<file path="src/rtl/alu_share_arbiter.sv">
// Round-robin arbiter that time-shares one combinational alu between NREQ requesters.
// Optional per-requester grant counters are built when ALU_ARB_STATS_EN is defined.
module alu_share_arbiter #(
  parameter int NREQ  = 2,
  parameter int TAG_W = 4
) (
  input  logic                  clk,
  input  logic                  rst_n,
  input  logic [NREQ-1:0]       req_valid,
  output logic [NREQ-1:0]       req_ready,
  input  logic [6*NREQ-1:0]     req_alucode,
  input  logic [32*NREQ-1:0]    req_op1,
  input  logic [32*NREQ-1:0]    req_op2,
  input  logic [TAG_W*NREQ-1:0] req_tag,
  output logic [NREQ-1:0]       rsp_valid,
  input  logic [NREQ-1:0]       rsp_ready,
  output logic [31:0]           rsp_result,
  output logic                  rsp_br_taken,
  output logic [TAG_W-1:0]      rsp_tag,
  output logic [5:0]            alu_alucode,
  output logic [31:0]           alu_op1,
  output logic [31:0]           alu_op2,
  input  logic [31:0]           alu_result,
  input  logic                  alu_br_taken,
  output logic [16*NREQ-1:0]    stat_grants
);

  localparam int   IDX_W      = (NREQ > 1) ? $clog2(NREQ) : 1;
  localparam logic BR_DISABLE = 1'b0;

  typedef enum logic [1:0] {
    IDLE = 2'd0,
    EXEC = 2'd1,
    RESP = 2'd2
  } state_t;

  state_t state, state_nxt;

  // rr_ptr doubles as the index of the request currently in flight.
  logic [IDX_W-1:0] rr_ptr;
  logic [IDX_W-1:0] grant_idx;
  logic             grant_any;

  logic [5:0]       alucode_q;
  logic [31:0]      op1_q;
  logic [31:0]      op2_q;
  logic [TAG_W-1:0] tag_q;
  logic [31:0]      result_q;
  logic             br_q;

  logic [5:0]       code_arr [NREQ];
  logic [31:0]      op1_arr  [NREQ];
  logic [31:0]      op2_arr  [NREQ];
  logic [TAG_W-1:0] tag_arr  [NREQ];

  for (genvar i = 0; i < NREQ; i++) begin : g_unpack
    assign code_arr[i] = req_alucode[6*i +: 6];
    assign op1_arr[i]  = req_op1[32*i +: 32];
    assign op2_arr[i]  = req_op2[32*i +: 32];
    assign tag_arr[i]  = req_tag[TAG_W*i +: TAG_W];
  end

  // Search starts one past the last grant, so the last winner has lowest priority.
  always_comb begin
    // NOTE: every output of a combinational block gets a default first; otherwise a missed path infers a latch.
    grant_idx = '0;
    grant_any = 1'b0;
    for (int k = 1; k <= NREQ; k++) begin
      logic [IDX_W-1:0] cand;
      cand = IDX_W'((int'(rr_ptr) + k) % NREQ);
      if (!grant_any && req_valid[cand]) begin
        grant_idx = cand;
        grant_any = 1'b1;
      end
    end
  end

  always_ff @(posedge clk or negedge rst_n) begin
    if (!rst_n) begin
      state <= IDLE;
    end else begin
      // NOTE: sequential state uses non-blocking assignments so every register samples pre-edge values.
      state <= state_nxt;
    end
  end

  always_comb begin
    state_nxt = state;
    case (state)
      IDLE:    if (grant_any) state_nxt = EXEC;
      EXEC:    state_nxt = RESP;
      RESP:    if (rsp_ready[rr_ptr]) state_nxt = IDLE;
      default: state_nxt = IDLE;
    endcase
  end

  always_comb begin
    req_ready = '0;
    rsp_valid = '0;
    if (state == IDLE && grant_any) req_ready[grant_idx] = 1'b1;
    if (state == RESP)              rsp_valid[rr_ptr]    = 1'b1;
  end

  // The alu only ever sees registered operands, never the req_* ports directly.
  always_ff @(posedge clk or negedge rst_n) begin
    if (!rst_n) begin
      rr_ptr    <= IDX_W'(NREQ - 1);
      alucode_q <= '0;
      op1_q     <= '0;
      op2_q     <= '0;
      tag_q     <= '0;
      result_q  <= '0;
      br_q      <= BR_DISABLE;
    end else begin
      if (state == IDLE && grant_any) begin
        rr_ptr    <= grant_idx;
        alucode_q <= code_arr[grant_idx];
        op1_q     <= op1_arr[grant_idx];
        op2_q     <= op2_arr[grant_idx];
        tag_q     <= tag_arr[grant_idx];
      end
      if (state == EXEC) begin
        result_q <= alu_result;
        br_q     <= alu_br_taken;
      end
    end
  end

  assign alu_alucode  = alucode_q;
  assign alu_op1      = op1_q;
  assign alu_op2      = op2_q;
  assign rsp_result   = result_q;
  assign rsp_br_taken = br_q;
  assign rsp_tag      = tag_q;

`ifdef ALU_ARB_STATS_EN
  for (genvar i = 0; i < NREQ; i++) begin : g_stats
    logic [15:0] grant_cnt;

    // Saturating so a long-running count never wraps back to a misleading small value.
    always_ff @(posedge clk or negedge rst_n) begin
      if (!rst_n) begin
        grant_cnt <= '0;
      end else if (req_ready[i] && grant_cnt != 16'hFFFF) begin
        grant_cnt <= grant_cnt + 16'd1;
      end
    end

    assign stat_grants[16*i +: 16] = grant_cnt;
  end
`else
  assign stat_grants = '0;
`endif

endmodule

</file>
<file path="config.mk">
export PLATFORM = sky130hd
export DESIGN_NAME = alu_share_arbiter
export DESIGN_NICKNAME = d
export VERILOG_FILES = /design/src/rtl/alu_share_arbiter.sv
export SDC_FILE = /design/constraint.sdc
export NUM_CORES = 1
export LEC_CHECK = 0
export ABC_CLOCK_PERIOD_IN_PS = 1900
export CORE_AREA = 2 2 127 129
export CTS_CLUSTER_SIZE = 12
export DETAILED_ROUTE_END_ITERATION = 7
export DIE_AREA = 0 0 129 131
export PLACE_DENSITY_LB_ADDON = 0.05
export SLEW_MARGIN = 20
export SYNTH_ARGS = -nofsm -noshare
export SYNTH_HDL_FRONTEND = slang
export SYNTH_SLANG_ARGS = --single-unit
</file>
<file path="constraint.sdc">
create_clock -name clk -period 1.9 [get_ports clk]
set_input_delay 0.285 -clock clk [delete_from_list [all_inputs] [get_ports clk]]
set_output_delay 0.285 -clock clk [all_outputs]
set_load 0.02 [all_outputs]
</file>
---- After elaboration in Yosys (flattened, before gate mapping) ----
Cells that the tools add are included.
storage, ports and cells
  flip-flop bits (word level) ............. 110
  bits of input ports ..................... 187
  output and inout bits ................... 143
  word-level logic and storage cells ...... 60
cells by class
  add/subtract/negate cells ............... 2
  order comparisons ....................... 7
  equality and inequality tests ........... 4
  muxes and demuxes ....................... 31
  bitwise gates (word level) .............. 1
  reduce and logical (&&, ||, !) cells .... 7
operators by type and width
  operator                                                                       count
  32-bit two-way mux                                                             6
  6-bit two-way mux                                                              3
  1-bit two-way mux                                                              12
  4-bit two-way mux                                                              3
  1-bit by 2-bit less-than comparator with 1-bit output (second input constant)  4
  2-bit two-way mux                                                              4
  2-bit case mux with 3 select lines                                             1
  1-bit logical AND                                                              4
  2-bit inequality test (second input constant)                                  2
  1-bit adder (second input constant)                                            2
  1-bit demux with 1-bit select                                                  2
  2-bit by 1-bit == test with 1-bit output (second input constant)               1
  2-bit == test (second input constant)                                          1
  1-bit >= comparator (second input constant)                                    2
  2-bit >= comparator (second input constant)                                    1
  2-bit logical NOT                                                              1
  1-bit inverter with 2-bit output                                               1
  2-bit AND reduction                                                            1
  1-bit logical NOT                                                              1

---- Depth between registers and ports, before layout ----
  depth in word-level cells ............... 12
  depth in mapped cells ................... 5
  depth with buffers taken out ............ 3

---- Least setup slack after synthesis ----
No wires, ideal clock.
  kind .................................... register to register
  from .................................... register (tool-made name)
  to ...................................... register op1_q[14], in the netlist alu_op1[14]
  setup time .............................. 126 ps
  arrival ................................. 1361 ps
  data required time ...................... 1774 ps
  path slack .............................. 413 ps
  stages on the path, launching flop included .. 6
  path buffers ............................ 2
  clock period less this slack ............ 1487 ps
  cell sequence ........................... dfstp_2 nand2_1 clkbuf_1 clkbuf_1 and3_1 a221o_1
RTL lines
  item                  RTL line  text
  end signal, assigned  118       op1_q <= op1_arr[grant_idx];
  end, declared         45        logic [31:0] op1_q;

---- Worst setup path after layout ----
  from .................................... register state[0]
  to ...................................... output rsp_valid[0]
on the way
  word-level cells in the longest chain between the ends .. 2
ends and longest elaborated chain
  item                    RTL line  text
  start, declared         37        state_t state, state_nxt;
  start signal, assigned  83        state <= state_nxt;
  2-bit == test           101       if (state == RESP) rsp_valid[rr_ptr] = 1'b1;
  2-bit two-way mux       101
  end, declared           15        output logic [NREQ-1:0] rsp_valid,
Every way passes these cells.

==> impl_metrics.yaml <==
sta:
  relSlewSlack_pct: 55.3
  hold_viol_final: 0
  skew_ps: 8.48
  finalCritPeriodShare_pct: 95.0
  fmax_mhz: 554
  tightest_slew_ps: 671
  setup_slack_ps: 95.9
  setup_violations: 0
  period_needed_ps: 1800
  drv_slew: 0
  rsz0062_at_grt: "false"
clock_tree:
  h-tree-depth: 3
  tritoncts: "yes"
  clock_path_buffers: 2
  worstSkewPairLatency_ps: 350
  path_clk_slew_ps: 70
  cts_post_setup_buffers_inserted: 0
  cts_root_buffer: "clkbuf_16"
  cts-buffers-inserted: 9
  clkSinkCount: 110
pwr:
  p_total_mw: 13.5
  p_leak_nw: 3.71
  power.density_nw_per_um2: 1620
  vdd_ir_drop_max_mv: 0.561
grt:
  grt_max_degree: 76
  grt.overflow.total: 0
  grt_pass1_wl_mm: 24.3
  grt_pass1_vias: 4325
  grt.total_usage_pct: 19.0
  antenna_found_initial: 0
finish:
  drive_gt1_share_pct: 10.8
  ff_latch_area_um2: 2750
  nFillCells: 1384
  antenna_cells: 0
  finalNetCount: 850
  fin_cells: 884
  multi_input_area_um2: 1820
  area_growth_pct: 71.0
synthesis:
  syn_avg_cell_area_um2: 12.9
  synth_area_leaders: "dfrtp_1, a221o_1, and3_1, mux2_2, buf_4"
  yosysSeqAreaShare_pct: 56.6
  syn-cell-area_um2: 4860
  synth_most_common_cell: "dfrtp_1"
  synth_cell_types: 21
  syn_inst: 378
  async_reset_ff_share_pct: 100
  ys.flop_type: "dfrtp_1"
  synth_warnings: 0
  synth_top_cells_by_count: "dfrtp_1, a221o_1, and3_1, mux2_2, buf_4"
  synth_edf_count: 0
  yosysTopAreaCell: "dfrtp_1"
  ys_seq_elements: 110
  synth_top_cell_area_share_pct: 56.1
route:
  met3_length_mm: 1.45
  top_layer: "met4"
  vias: 4240
  first_iter_violations: 178
  viasPerCell: 4.80
  wl_met2_mm: 8.07
  totalWireLength_mm: 16.7
  drc: 0
  drt-met1-wl_mm: 6.75
  routedWlPerCell_um: 18.8
  ant_nets: 0
  drt_pass1_iterations: 4
critical_path:
  crit_fanout: 4
  cp-start-kind: "register"
  rr_endpoint: "alu_op2[9]$_DFFE_PN0P_"
  rr_startpoint: "state[0]$_DFFE_PN0P_"
  crit_path_start: "state[0]$_DFFE_PN0P_"
  reg2regPathDepth: 5
  worst_setup_path_end_kind: "primary output"
  worst_ep_required_time_ps: 1620
  rrSetupSlack_ps: 100
  critPathKind: "reg2out"
  arrival_ps: 1520
die:
  die_h_um: 131
  dieArea_um2: 16900
  start_util_pct: 31.2
  core_um2: 15600
  pin_count: 330
  rows: 46
  die_w_um: 129
placement:
  io_buffers: 297
  dp_hpwl_mm: 11.7
  place_congestion: 0.801
  dpl.cell_count: 867
  place_ws_ps: -324
run_status:
  status: "finished clean"
flow_run:
  timing.max_cap.violations: 0
hold_path:
  hold_path_class: "in2async"
registers in the layout, summed over array words and instances (netlist names), named ones only:
register      count
rsp_result       32
alu_op2          32
state             2
alu_alucode       6
rsp_tag           4
alu_op1          32
rsp_br_taken      1
worst max-delay path, stage by stage (launching register included):
cell             delay [ps]
dfrtp_1                 400
buf_4                   160
nand2b_1                160
nor2_1                  110
clkdlybuf4s15_1         350
logic make-up (layout without fill, tap and decap cells):
group	Yosys count	count (layout)	synth area share [%]
simple gates	86	86	10.9
compound gates	77	77	15.6
buf+inv	70	329	8.90
flops	110	110	56.6
mux	34	34	7.87
other cells	1	32	0.0771
how the worst max path moves through the flow:
stage                               to  slack, ps  cells past startpoint
2_1_floorplan  alu_op1[14]$_DFFE_PN0P_        410                      5
3_3_place_gp              req_ready[0]       -330                      4
3_5_place_dp              req_ready[0]       -320                      4
4_1_cts                   req_ready[1]         20                      4
5_1_grt                   rsp_valid[0]          7                      4
6_report                  rsp_valid[0]        100                      4
final cells by class:
cell class	instances	area share [%]
flip-flops and latches	110	33.1
clock inverters	5	0.677
well taps	216	3.25
repair buffers	311	37.9
clock buffers	11	3.04
multi-input cells	229	21.9
inverters	2	0.0903
metrics by stage:
stage	utilization, %	hold WS, ps	instance area (µm²)	TNS (ps)
after floorplan	-	-10.6	4980	0
after global placement	51.3	271	7990	-17210
after detailed placement	51.3	278	7990	-17830
after CTS	53.2	440	8310	0
after global routing	53.3	461	8310	0
final	53.3	436	8310	0
what timing repair did:
item / 4_1_cts / 5_1_grt
resized for setup: 8 / 7
pin swaps: 0 / 0
endpoints found under the setup margin: 4 / 39
hold endpoints to repair: 31 / 0
hold buffers: 1 / 0
where the power goes:
part           switching [mW]  leakage [nW]  internal [mW]
combinational            3.56          2.22           3.79
sequential              0.654          1.33           3.52
clock                   0.872         0.152           1.10
layout by cell type, fill, tap and decap left out, types with 2 or more instances in the layout:
| cell type | count |
|---|---|
| mux2_2 | 34 |
| nor2_1 | 3 |
| buf_6 | 2 |
| clkinv_2 | 2 |
| nand2b_1 | 2 |
| clkdlybuf4s50_1 | 292 |
| nand2_1 | 3 |
| clkbuf_16 | 9 |
| dfrtp_1 | 109 |
| inv_1 | 2 |
| and3_1 | 74 |
| clkbuf_8 | 2 |
| buf_12 | 5 |
| clkbuf_2 | 2 |
| a221o_1 | 74 |
| conb_1 | 32 |
| buf_4 | 6 |
routing by layer:
layer	track usage (%)	vias to the layer above
met3	6.19	23
met5	0	-
li1	-	1952
met2	31.8	212
met1	22.7	2053
met4	7.54	0
Power figures use the tool's default switching activity.
==> patch (same settings) <==
Build with the macro `ALU_ARB_STATS_EN` defined.
--- a/src/rtl/alu_share_arbiter.sv
+++ b/src/rtl/alu_share_arbiter.sv
@@ -1,4 +1,6 @@
 // Round-robin arbiter that time-shares one combinational alu between NREQ requesters.
 // Optional per-requester grant counters are built when ALU_ARB_STATS_EN is defined.
+`define ALU_ARB_STATS_EN
+
 module alu_share_arbiter #(
   parameter int NREQ  = 2,
Formal check against the unedited RTL: not equivalent (a bounded check fails within 4 cycles, from zero or initial values and one cycle with rst_n low).
==> patch against the original RTL <==
- non-clock buffer count up 62
- total power up 24%
- utilization up 14 points
- area after synthesis up 23%
- routed wire length up 21%
- global-route usage up 4.4 points
- clock skew down 0.0016 ns
- register-to-register slack better by 0.03 ns
- design area up 26%
- sequential cell count up 32
- critical path depth down 3
- worst setup slack worse by 0.034 ns
- critical endpoint is now stat_grants[27]
- largest power group unchanged
==> patch: results (changes against the original RTL) <==
setup_path:
  rr_endpoint: "g_stats[1].grant_cnt[13]$_DFFE_PN0P_"
  cpMaxStageDelayCell: "clkdlybuf4s50_1"
  r2r_slack_ns: 0.13  # +0.03 ns
  reg2reg_depth: 6  # +1
  cp_top_family: "buffers and inverters"
  worstPathRequired_ns: 1.62  # about the same
  cp_slowest_stage_delay_ns: 0.68  # +0.28 ns
  r2r-start: "g_stats[1].grant_cnt[0]$_DFFE_PN0P_"
  cp_max_fo: 6  # +2
global_routing:
  grt_pass1_wl_um: 29890  # +23%
  antenna_found_initial: 0  # unchanged
  grt_pass1_vias: 5758  # +33%
  grtUsageTotal: 0.2337  # +0.04420
  grt_start_max_net_pins: 58  # -24%
synthesis:
  synth_fa_ha_area_frac: 0.004196  # +0.004196
  yosys.cell_types.count: 36  # +71%
  synth_area_leaders: "dfrtp_1, a222oi_1, mux2_2"
  yosysWarnings: 0  # unchanged
  ys_seq_area_frac: 0.5961  # +0.02971
  async_flop_share: 1.000  # unchanged
  synth_xor_area_frac: 0.03525  # +0.03525
  ys_top_cells_by_count: "dfrtp_1, inv_1, a222oi_1, mux2_2, xor2_1"
  synth_compound_area_frac: 0.1309  # -0.02527
  synthMuxAreaShare: 0.07554  # -0.003209
clocking:
  clk_latency_ns: 0.42  # +0.07 ns
  numCtsBuffers: 17  # +8
  ctsLongestPathBuffers: 2  # unchanged
  clkTransAtPathRegs_ns: 0.06
  htree_levels: 4  # +1
timing:
  tightest_slew_ns: 0.4055  # -0.2651 ns
  skew_ns: 0.006837  # -0.001645 ns
  fin_hold_ws_ns: 0.3564  # -0.07952 ns
  slew_violations: 0  # unchanged
route:
  firstDrtPassIters: 8  # +4
  wirelength_um: 20070  # +21%
  drt_iter0_markers: 575  # +220%
  via_count: 5549  # +31%
outcome:
  status: "finished, final reports clean"
pwr:
  ir_worst_vdd_mv: 0.7799  # +39%
  p_leak_nw: 4.794  # +29%
placed_design:
  hpwl_um: 14830  # +26%
  gp_congestion: 0.8585  # +7.2%
  io_buffers: 329  # +11%
finish:
  final_nets: 1034  # +22%
  n_fill_cell: 1210  # -13%
  drive_above_1_share: 0.1529  # +0.04507
  antenna_cells: 0  # unchanged
min_path:
  hold_path.class: "input port to asynchronous set/reset pin"
-- patch: layer usage --
layer  vias to the layer above  GRT usage  part of all wire
met3                        48    0.07899             0.073
met5                         -          0                 0
met2                       241     0.4031              0.51
met4                         0     0.1125             0.037
li1                       2522          -                 -
met1                      2738     0.2616              0.38
-- patch: cell families (layout without fill, tap and decap cells) --
family / count (synthesis) / count (layout)
compound gates: 81 / 81
mux: 40 / 40
simple gates: 84 / 84
buf+inv: 110 / 484
xor+xnor: 24 / 24
flops: 142 / 142
fa+ha+maj: 2 / 2
-- patch: area by class of cell --
| type | count | share of cell area |
|---|---|---|
| multi-input combinational | 231 | 0.1931 |
| tap | 216 | 0.02576 |
| clock buffer | 21 | 0.04580 |
| timing repair buffer | 373 | 0.3550 |
| inverter | 80 | 0.02863 |
| clock inverter | 10 | 0.01288 |
| sequential | 142 | 0.3389 |
-- patch: repair_timing --
item                       CTS  global route
setup buffers                2             7
setup endpoints to repair    3             4
hold endpoints to repair    40             0
resized for setup            5             4
hold buffers                 1             0
-- patch: power by group --
| group | internal, mW | leakage [nW] | switching, mW |
|---|---|---|---|
| sequential | 4.32 | 1.76 | 0.768 |
| combinational | 4.16 | 2.73 | 4.01 |
| clock | 2.19 | 0.305 | 1.25 |
| total | 10.7 | 4.79 | 6.03 |
-- patch: stage by stage --
stage / area [µm²] / instances / setup WS [ns] / setup TNS, ns / utilization
final: 10490 / 1073 / 0.06182 / 0 / 0.6725
after detailed placement: 9761 / 1032 / -0.1483 / -0.6910 / 0.6258
after global routing: 10490 / 1073 / 0.004138 / 0 / 0.6725
after global placement: 9761 / 1032 / -0.1352 / -0.5090 / 0.6258
after CTS: 10420 / 1066 / 0.01006 / 0 / 0.6677
after floorplan: 5963 / 483 / 0.01989 / 0 / -
-- patch: worst max-delay path by stage --
stage / start / endpoint / slack (ns) / depth (start not counted)
5_1_grt: g_stats[1].grant_cnt[11]$_DFFE_PN0P_ / stat_grants[27] / 0.004 / 1
3_3_place_gp: req_valid[0] / g_stats[0].grant_cnt[13]$_DFFE_PN0P_ / -0.14 / 6
6_report: g_stats[1].grant_cnt[11]$_DFFE_PN0P_ / stat_grants[27] / 0.06 / 1
3_5_place_dp: req_valid[0] / g_stats[0].grant_cnt[13]$_DFFE_PN0P_ / -0.15 / 6
4_1_cts: state[1]$_DFFE_PN0P_ / req_ready[1] / 0.01 / 5
2_1_floorplan: g_stats[0].grant_cnt[0]$_DFFE_PN0P_ / g_stats[0].grant_cnt[1]$_DFFE_PN0P_ / 0.02 / 5
